## config.mk

```make
export PLATFORM = sky130hd
export DESIGN_NAME = bin_to_bcd_stream
export DESIGN_NICKNAME = d
export VERILOG_FILES = /design/src/rtl/bin_to_bcd_stream_pkg.sv /design/src/rtl/bin_to_bcd_stream_digit_adj.sv /design/src/rtl/bin_to_bcd_stream.sv
export SDC_FILE = /design/constraint.sdc
export NUM_CORES = 1
export LEC_CHECK = 0
export CAP_MARGIN = 5
export CORE_ASPECT_RATIO = 0.75
export CORE_MARGIN = 2
export CORE_UTILIZATION = 55
export DETAILED_ROUTE_END_ITERATION = 10
export GPL_TIMING_DRIVEN = 0
export PLACE_DENSITY = 0.9
export SYNTH_ARGS = -nofsm -noshare
export SYNTH_HDL_FRONTEND = slang
export SYNTH_HIERARCHICAL = 1
export SYNTH_SLANG_ARGS = --single-unit
```

## constraint.sdc

```tcl
create_clock -name clk -period 3.7 [get_ports clk]
set_clock_uncertainty 0.1 [all_clocks]
set_input_delay 0.74 -clock clk [delete_from_list [all_inputs] [get_ports clk]]
set_output_delay 0.74 -clock clk [all_outputs]
set_load 0.005 [all_outputs]
```

## src/rtl/bin_to_bcd_stream_pkg.sv

```systemverilog
// Shared constants for the sequential binary-to-BCD converter.
package bin_to_bcd_stream_pkg;

  // Width of one packed BCD digit.
  localparam int DIGIT_W = 4;

  // Controller state encodings.
  localparam logic [1:0] ST_IDLE = 2'd0;
  localparam logic [1:0] ST_CONV = 2'd1;
  localparam logic [1:0] ST_DONE = 2'd2;

  // Bit position of the least significant bit of digit i.
  function automatic int digit_lsb(input int i);
    return i * DIGIT_W;
  endfunction

endpackage

```

## src/rtl/bin_to_bcd_stream_digit_adj.sv

```systemverilog
// Double-dabble digit correction: a digit of 5 or more gets +3 so the next
// left shift carries into the neighbouring digit.
module bin_to_bcd_stream_digit_adj
  import bin_to_bcd_stream_pkg::*;
(
  input  logic [DIGIT_W-1:0] digit_in,
  output logic [DIGIT_W-1:0] digit_out
);

  // Largest result is 9+3 = 4'hC, so 4 bits never overflow.
  assign digit_out = (digit_in >= 4'd5) ? (digit_in + 4'd3) : digit_in;

endmodule

```

## src/rtl/bin_to_bcd_stream.sv

```systemverilog
// Sequential binary-to-BCD converter, one input bit per cycle, with
// valid/ready on both sides, optional two's-complement input, overflow flag
// and leading-zero blank mask.
//
// state | meaning
// IDLE  | waiting for in_valid; in_ready high
// CONV  | shifting one magnitude bit into the BCD register per cycle
// DONE  | result presented on out_valid until out_ready
module bin_to_bcd_stream
  import bin_to_bcd_stream_pkg::*;
#(
  parameter int BIN_W     = 16,
  parameter int DIGITS    = 5,
  parameter int SIGNED_IN = 0
) (
  input  logic                      clk,
  input  logic                      reset,
  input  logic                      in_valid,
  output logic                      in_ready,
  input  logic [BIN_W-1:0]          bin_in,
  output logic                      out_valid,
  input  logic                      out_ready,
  output logic [DIGIT_W*DIGITS-1:0] bcd,
  output logic                      neg,
  output logic                      ovf,
  output logic [DIGITS-1:0]         blank
);

  localparam int BCD_W = DIGIT_W * DIGITS;
  localparam int CNT_W = $clog2(BIN_W) + 1;
  localparam logic [CNT_W-1:0] LAST_CNT = CNT_W'(BIN_W - 1);

  logic [1:0]       state;
  logic [BIN_W-1:0] mag;
  logic [CNT_W-1:0] cnt;
  logic [BCD_W-1:0] bcd_adj;

  // Per-digit add-3 correction applied to the registered BCD value.
  for (genvar g = 0; g < DIGITS; g++) begin : g_adj
    bin_to_bcd_stream_digit_adj u_adj (
      .digit_in  (bcd[digit_lsb(g) +: DIGIT_W]),
      .digit_out (bcd_adj[digit_lsb(g) +: DIGIT_W])
    );
  end

  // Leading-zero mask: digit i is blank when it and every digit above it is 0.
  for (genvar i = 0; i < DIGITS; i++) begin : g_blank
    if (i == 0) begin : g_lsd
      assign blank[i] = 1'b0;
    end else begin : g_upper
      assign blank[i] = (bcd[BCD_W-1:digit_lsb(i)] == '0);
    end
  end

  assign in_ready = (state == ST_IDLE);

  // Accept, shift/convert and output handshake.
  always_ff @(posedge clk) begin
    if (reset) begin
      state     <= ST_IDLE;
      out_valid <= 1'b0;
      bcd       <= '0;
      neg       <= 1'b0;
      ovf       <= 1'b0;
      cnt       <= '0;
      mag       <= '0;
    end else begin
      case (state)
        ST_IDLE: begin
          if (in_valid) begin
            // Negating the most negative value wraps to 2^(BIN_W-1), which
            // is exactly its magnitude when read as unsigned.
            if ((SIGNED_IN != 0) && bin_in[BIN_W-1]) begin
              mag <= -bin_in;
              neg <= 1'b1;
            end else begin
              mag <= bin_in;
              neg <= 1'b0;
            end
            bcd   <= '0;
            ovf   <= 1'b0;
            cnt   <= '0;
            state <= ST_CONV;
          end
        end
        ST_CONV: begin
          bcd <= {bcd_adj[BCD_W-2:0], mag[BIN_W-1]};
          mag <= {mag[BIN_W-2:0], 1'b0};
          // Any bit pushed out of the top digit means the value does not fit.
          ovf <= ovf | bcd_adj[BCD_W-1];
          cnt <= cnt + CNT_W'(1);
          if (cnt == LAST_CNT) begin
            state     <= ST_DONE;
            out_valid <= 1'b1;
          end
        end
        ST_DONE: begin
          if (out_ready) begin
            out_valid <= 1'b0;
            state     <= ST_IDLE;
          end
        end
        default: begin
          state     <= ST_IDLE;
          out_valid <= 1'b0;
        end
      endcase
    end
  end

endmodule

```

==> flow_summary.yaml, run 1 <==
synthesis:
  synth-main-ff-cell: "dfxtp_1"
  syn_inst: 295
  yosys-top-cells-area: "dfxtp_1, nor2_1, a22oi_1"
  syn_area_um2: 2437
  synth-seq-cells: 45
  yosys_warnings: 6
  ys_types: 43
  synth-edff-count: 0
  syn_area_per_cell_um2: 8.262
  async_reset_ff_share_pct: 0
  synth_area_leader_cell: "dfxtp_1"
  synth_top_area_share_pct: 36.96
  ys_seq_area_share_pct: 36.96
sta:
  fin_crit_sh_pct: 73.70
  hold_viol: 0
  fin_setup_tns_ns: 0
  drv_slew: 0
  period_minus_slack_ns: 2.727
  setup_viol: 0
  slew_headroom_pct: 65.86
  rsz0062_at_grt: "false"
  fmax_mhz: 366.7
  worstMarginPinSlew_ns: 0.5121
setup_path:
  cp-start-kind: "register"
  r2r_end: "bcd[18]"
  cp_max_fo: 7
  cp_cell_sequence: "nor4_1, and3_1, and2_1, clkdlybuf4s50_1"
  cp-startpoint: "bcd[12]"
  cpPeakStageDelay_ns: 0.49
  critPathRequiredTime_ns: 2.86
  cp_slowest_cell: "clkdlybuf4s50_1"
  cp-end-kind: "primary output"
  worstSetupPathType: "register to primary output"
  rr_startpoint: "bcd[17]"
  reg2reg_setup_slack_ns: 2.03
  reg2reg_depth: 7
  crit_end: "blank[1]"
  crit_arrival_ns: 1.89
floorplanning:
  die_w_um: 80.87
  core_um2: 4154
  start_util_pct: 58.67
  chipHeight_um: 61.65
  ioPinCount: 49
  rows: 20
  die_area_um2: 4986
grt:
  grt_use_met1_pct: 30.27
  grt_usage_pct: 23.71
  grt_pass1_wl_um: 9121
  overflow: 0
  grt_use_met3_pct: 4.985
  grt_use_met2_pct: 39.79
  antenna_found_initial: 0
  busiest_layer: "met2"
  grt_pass1_vias: 2058
  grt_max_degree: 13
detailed_routing:
  drc_errors: 0
  dr.pass1.iters: 4
  ant_nets: 0
  drt-wirelength-per-cell_um: 14.09
  viasPerCell: 5.682
  dr.first_iter.drc_count: 147
  detailroute.via_count: 2290
  wirelength_um: 5680
power_and_ir_drop:
  seqPwrFrac_pct: 54.1
  ir_drop_mv: 0.1597
  leakage_nw: 1.182
  p_per_area_nw_per_um2: 313.8
  switching_share_pct: 25.41
  clock_power_share_pct: 32.5
  p_int_w: 0.0007131
  p_switching_w: 0.0002429
  combPwrFrac_pct: 13.4
clock_tree:
  clock_path_buffers: 2
  clk_pin_slew_ns: 0.08
  clk-insertion-delay-late_ns: 0.30
  postCtsSetupBuffers: 0
  ctsHoldBuffers: 0
  ctsResizeCount: 0
  htree_num_levels: 2
  clockRootBuffer: "clkbuf_8"
  clock-sinks: 45
  cts_buffers: 5
  cts_tree: "yes"
placed_design:
  place_congestion: 0.7940
  place_hpwl_um: 4008
  io_buffers: 45
final_layout:
  utilization_pct: 73.34
  n_fill_cell: 316
  syn2layout_area_growth_pct: 25.00
  n_antenna_cell: 0
  drive_gt1_share_pct: 8.908
  layout_common_cells: "nor2_1, dfxtp_1, clkdlybuf4s50_1, nand2_1, a22oi_1"
  nets: 380
  final_common_cell: "nor2_1"
worst_hold_path:
  hp-class: "register to register"
flow_run:
  maxCapViolations: 0
outcome:
  status: "completed"
==> cell usage after synthesis (6+ instances only) <==
library cell	count
o21ai_0	13
dfxtp_1	45
a22oi_1	21
inv_1	12
nand2_1	24
nor2_1	47
a211oi_1	10
buf_2	8
o2bb2ai_1	6
a21oi_1	9
clkbuf_1	6
nand2b_1	12
ha_1	12
==> routing by layer <==
layer / part of all wire (%) / up-vias
met5: 0 / -
met4: 1.6 / 0
met3: 4.4 / 9
met2: 47 / 53
met1: 47 / 1085
li1: - / 1143
==> worst max-delay path, delay by kind of cell (launching register included) <==
family,cells,cell delay (ns)
AND/OR/NAND/NOR,3,0.71
buffers and inverters,1,0.49
flip-flops,1,0.40
==> logic make-up (layout without fill, tap and decap cells) <==
family                     count (synthesis)  count (layout)  share of synthesized area [%]
xor gates and xnor gates                   5               5                          1.797
AOI/OAI and AO/OA                         86              86                          24.74
buffers and inverters                     35              87                          7.187
adders and majority gates                 12              12                          6.160
and+or+nand+nor                          106             106                          20.94
DFF                                       45              45                          36.96
other                                      1               2                         0.1539
muxes                                      5               5                          2.053
==> per-stage QoR <==
step	power, W	setup slack, ns	std cells	hold WS [ns]	cell area, um2
after floorplan	0.0006080	1.791	296	0.3558	2441
after global placement	0.0006500	1.262	396	0.3679	2960
after detailed placement	0.0006537	1.300	396	0.3686	2960
after CTS	0.0009560	0.9622	403	0.3810	3047
after global routing	0.0009878	0.8546	403	0.3962	3047
final	0.0009560	0.9732	403	0.3752	3047
==> final cells by class <==
class	count	area, um2	area share, %
Buffer	21	122.6	4.025
Clock buffer	7	86.33	2.834
Inverter	14	52.55	1.725
Multi-Input combinational cell	216	1365	44.80
Sequential cell	45	900.9	29.57
Tap cell	55	68.82	2.259
Timing Repair Buffer	45	450.4	14.78
==> sequential cells by signal, indices dropped and copies added, names as in the netlist <==
name and cells:
out_valid 1, ovf 1, mag 16, cnt 5, bcd 20, state 2
==> power groups by stage <==
stage,Combinational (W),Sequential [W],Clock (W)
2_1_floorplan,0.0000831,0.000525,0
3_3_place_gp,0.000123,0.000527,0
3_5_place_dp,0.000125,0.000528,0
4_1_cts,0.000127,0.000517,0.000312
5_1_grt,0.000140,0.000519,0.000329
6_report,0.000128,0.000518,0.000310
==> how the worst min path moves through the flow <==
stage | startpoint | to | depth (start not counted)
after floorplan | cnt[4] | cnt[4] | 2
after global placement | out_valid | out_valid | 2
after global routing | out_valid | out_valid | 2
after detailed placement | out_valid | out_valid | 2
final | out_valid | out_valid | 2
after CTS | out_valid | out_valid | 2
No activity file was read; power rests on OpenSTA's default activity.
==> run 2, diff against run 1 <==
CORE_UTILIZATION = 46   (was 55)
PLACE_DENSITY = 0.8   (was 0.9)
clock period = 2.2 ns   (was 3.7 ns; I/O delays follow)
==> run 2 against run 1 <==
  * Sequential power increased by 67%
  * Hold slack better by 0.018 ns
  * Routed wire length increased by 1.8%
  * Non-clock buffer count is 2 higher
  * Global-route usage is 2.3 points lower
  * Via count down 1.4%
  * Clock-buffer cell count rose by 1
  * Largest power group unchanged
  * Highest routed layer unchanged
==> flow_summary.yaml, run 2 (same netlist as run 1, synthesis figures left out) <==
power_and_ir_drop:
  p_switching_w: 0.0004033
  switching_share_pct: 25.58
  combPwrFrac_pct: 13.6
  clock_power_share_pct: 31.4
  p_per_area_nw_per_um2: 506.7
  p_int_w: 0.001173
  ir_drop_mv: 0.2967
  seqPwrFrac_pct: 55.0
  leakage_nw: 1.203
final_layout:
  utilization_pct: 62.11
  nets: 382
  syn2layout_area_growth_pct: 27.67
  multi_input_area_um2: 1389
  n_fill_cell: 449
  largest_reg_flops: 20
  drive_gt1_share_pct: 10.83
  n_antenna_cell: 0
  layout_common_cells: "nor2_1, clkdlybuf4s50_1, dfxtp_1, nand2_1, a22oi_1"
  seqCellArea_um2: 910.9
  fin_area_um2: 3112
  final_common_cell: "nor2_1"
  top_register: "bcd"
  reg.largest.list: "bcd: 20 flops, mag: 16 flops, cnt: 5 flops"
setup_path:
  cp-start-kind: "register"
  critPathRequiredTime_ns: 1.66
  cp-end-kind: "primary output"
  crit_arrival_ns: 1.55
  worstSetupPathType: "register to primary output"
  cp_max_fo: 10
floorplanning:
  start_util_pct: 48.65
  die_w_um: 88.05
  chipHeight_um: 67.04
  die_area_um2: 5903
  rows: 22
  ioPinCount: 49
  core_um2: 5010
outcome:
  status: "completed"
sta:
  fin_setup_tns_ns: 0
  period_minus_slack_ns: 2.091
  fin_crit_sh_pct: 95.04
  layout_setup_ws_ns: 0.1092
  rsz0062_at_grt: "false"
  fmax_mhz: 478.3
  worstMarginPinSlew_ns: 0.5114
  setup_viol: 0
  slew_headroom_pct: 65.91
  hold_viol: 0
  drv_slew: 0
detailed_routing:
  detailroute.via_count: 2258
  wirelength_um: 5784
  drt-wirelength-per-cell_um: 13.67
  dr.pass1.iters: 4
  dr.first_iter.drc_count: 136
  viasPerCell: 5.338
  drc_errors: 0
  ant_nets: 0
clock_tree:
  cts_tree: "yes"
  clk_pin_slew_ns: 0.08
  htree_num_levels: 2
  clock_path_buffers: 2
  clk-insertion-delay-late_ns: 0.30
  ctsHoldBuffers: 0
  clockRootBuffer: "clkbuf_8"
  clock-sinks: 45
  cts_buffers: 5
grt:
  grt_pass1_vias: 2098
  grt_max_degree: 13
  grt_pass1_wl_um: 9784
  overflow: 0
  grt_usage_pct: 21.45
  antenna_found_initial: 0
placed_design:
  place_area_um2: 2982
  place_congestion: 0.8469
  place_hpwl_um: 4183
  dp_slack_ns: 0.04080
  io_buffers: 45
flow_run:
  maxCapViolations: 0
worst_hold_path:
  hp-class: "register to register"
==> run 2: path summary, 6_finish.rpt <==
check         endpoint  slack (ns)       from  cells after the start
min          out_valid        0.39  out_valid                      2
min reg2reg  out_valid        0.39  out_valid                      2
max           in_ready        0.11   state[0]                      4
max reg2reg    bcd[18]        0.47    bcd[17]                      7
==> run 2: layout make-up <==
type / instances / area share, %
multi-input cells: 216 / 44.63
flip-flops and latches: 45 / 29.27
well taps: 72 / 2.895
inverters: 14 / 1.689
plain buffers: 21 / 3.981
repair buffers: 47 / 14.96
clock buffers: 8 / 2.573
==> run 2: critical path: stages, from the launching register on <==
cell             delay, ns
dfxtp_1               0.31
buf_6                 0.13
buf_2                 0.19
nor2_1                0.11
clkdlybuf4s50_1       0.50
==> run 2: stage by stage <==
step / total power (W) / instances / hold slack (ns)
floorplan: 0.001023 / 296 / 0.3558
global placement: 0.001098 / 413 / 0.3691
detailed placement: 0.001103 / 413 / 0.3804
CTS: 0.001587 / 423 / 0.3911
global route: 0.001654 / 423 / 0.4191
finish: 0.001577 / 423 / 0.3929
==> run 2: power groups by stage <==
stage                     sequential, W  clock [W]  combinational (W)
after floorplan                0.000883          0           0.000140
after global placement         0.000887          0           0.000211
after detailed placement       0.000888          0           0.000215
after CTS                      0.000867   0.000504           0.000216
after global routing           0.000873   0.000541           0.000240
final                          0.000867   0.000494           0.000215
==> run 2: repair_timing <==
| item | in CTS | in global routing |
|---|---|---|
| resized for setup | 11 | 3 |
| endpoints found under the hold margin | 0 | 0 |
| setup buffers | 2 | 0 |
| setup endpoints to repair | 3 | 2 |
| cloned | 0 | 0 |
| pin swaps | 3 | 2 |
==> run 2: metal layers <==
metal | vias to the layer above | share of wire (%) | GRT usage, %
li1 | 1144 | - | -
met1 | 1067 | 49 | 29.48
met2 | 38 | 46 | 34.38
met3 | 9 | 3.8 | 3.470
met4 | 0 | 1.4 | 6.818
met5 | - | 0 | 0
==> run 3, diff against run 2 <==
PLACE_DENSITY = 0.85   (was 0.8)
==> run 3 against run 2 <==
  * Die area did not move
  * Cell count increased by 0.24%
  * Final area increased by 1.4%
  * Combinational power hardly changed
  * Clock-buffer cell count down 1
  * First-iteration DRC count increased by 38%
  * Sequential share of layout area down 0.30 points
  * Setup slack worse by 0.055 ns
  * Sequential power about the same
  * Register-to-register slack better by 0.02 ns
  * Non-clock buffer count rose by 1
  * Hold slack got worse by 0.015 ns
  * Critical path type unchanged
==> flow_summary.yaml, run 3 (same netlist as run 1, synthesis figures left out) <==
setup_path:
  worstSetupPathType: "register to primary output"
  cp_max_fo: 10
  crit_arrival_ns: 1.61
  critPathTopFamily: "buffers and inverters"
  cp_cell_sequence: "buf_6, buf_2, nor2_1, clkdlybuf4s50_1"
  cpPeakStageDelay_ns: 0.52
  critPathRequiredTime_ns: 1.66
  cp_slowest_cell: "clkdlybuf4s50_1"
  cp-end-kind: "primary output"
  path_buf_inv: 3
  cp-start-kind: "register"
detailed_routing:
  wirelength_um: 5932
  detailroute.via_count: 2311
  drc_errors: 0
  dr.pass1.iters: 4
  viasPerCell: 5.450
  drt-wirelength-per-cell_um: 13.99
  ant_nets: 0
  dr.first_iter.drc_count: 187
grt:
  grt_usage_pct: 21.30
  grt_pass1_vias: 2189
  overflow: 0
  grt_max_degree: 14
  grt_pass1_wl_um: 9901
  antenna_found_initial: 0
sta:
  fin_crit_sh_pct: 97.55
  drv_slew: 0
  fin_setup_tns_ns: 0
  period_minus_slack_ns: 2.146
  rsz0062_at_grt: "false"
  hold_viol: 0
  fmax_mhz: 465.9
  setup_viol: 0
final_layout:
  syn2layout_area_growth_pct: 29.52
  n_fill_cell: 452
  largest_reg_flops: 20
  utilization_pct: 63.01
  n_antenna_cell: 0
  final_cells: 424
  drive_gt1_share_pct: 11.93
  seqCellArea_um2: 914.6
  nets: 383
  layout_common_cells: "nor2_1, clkdlybuf4s50_1, dfxtp_1, nand2_1, a22oi_1"
  top_register: "bcd"
  final_common_cell: "nor2_1"
  reg.largest.list: "bcd: 20 flops, mag: 16 flops, cnt: 5 flops"
  multi_input_area_um2: 1389
clock_tree:
  clk-insertion-delay-late_ns: 0.31
  htree_num_levels: 2
  clock-sinks: 45
  clock_path_buffers: 2
  cts_buffers: 5
  cts_tree: "yes"
  clk_pin_slew_ns: 0.09
  ctsHoldBuffers: 0
  clockRootBuffer: "clkbuf_8"
floorplanning:
  chipHeight_um: 67.04
  rows: 22
  core_um2: 5010
  die_area_um2: 5903
  die_w_um: 88.05
  start_util_pct: 48.65
  ioPinCount: 49
power_and_ir_drop:
  total_power_w: 0.001744
  leakage_nw: 1.229
  ir_drop_mv: 0.4177
  p_per_area_nw_per_um2: 552.5
flow_run:
  maxCapViolations: 0
worst_hold_path:
  hp-class: "register to register"
placed_design:
  place_inst: 413
  place_hpwl_um: 4223
  io_buffers: 45
  place_congestion: 0.8166
outcome:
  status: "completed"
## run 3: cell types whose count changed in the layout (fill, tap and decap cells not counted), sizes merged
cell,change
clkdlybuf4s50,+1
clkbuf,-1
buf,+1
dlymetal6s2s,-1
bufinv,+1
## run 3: area by class of cell
cell class / instances / area share [%]
flip-flops and latches: 45 / 28.97
repair buffers: 48 / 14.90
multi-input cells: 216 / 44.00
inverters: 14 / 1.665
clock buffers: 7 / 2.735
clock inverters: 1 / 0.9512
plain buffers: 21 / 3.924
well taps: 72 / 2.854
## run 3: final timing paths
path	from	endpoint	slack [ns]	cells past startpoint
max	state[0]	in_ready	0.05	4
max reg2reg	bcd[13]	bcd[14]	0.49	7
min	ovf	ovf	0.38	2
min reg2reg	ovf	ovf	0.38	2
## run 3: what timing repair did
item / CTS / global route
endpoints found under the setup margin: 3 / 2
pin swaps: 4 / 1
buffers inserted: 3 / 0
gates resized for setup: 13 / 2
## run 3: routing by layer
| layer | up-vias | track usage (%) | wire length [um] |
|---|---|---|---|
| li1 | 1149 | - | - |
| met1 | 1104 | 29.46 | 2928 |
| met2 | 49 | 34.19 | 2715 |
| met3 | 9 | 2.974 | 222 |
| met4 | 0 | 7.008 | 65 |
| met5 | - | 0 | 0 |
## run 3: worst min-delay path, cell delays in order (launching register included)
cell and delay, ns:
dfxtp_1 0.33, nand2_1 0.05, a21oi_1 0.05
## run 3: stage by stage
| step | area [um2] | worst slack (ns) | hold WS (ns) |
|---|---|---|---|
| floorplan | 2441 | 0.5911 | 0.3558 |
| global placement | 2982 | 0.08433 | 0.3616 |
| detailed placement | 2982 | 0.05858 | 0.3651 |
| CTS | 3156 | 0.03290 | 0.3784 |
| global route | 3157 | 0.001197 | 0.4024 |
| finish | 3157 | 0.05384 | 0.3784 |
## run 3: report_power, final
| part | internal, W | total [W] | switching, W |
|---|---|---|---|
| clock | 0.000371 | 0.000661 | 0.000290 |
| combinational | 0.000102 | 0.000217 | 0.000115 |
| sequential | 0.000844 | 0.000867 | 0.0000227 |
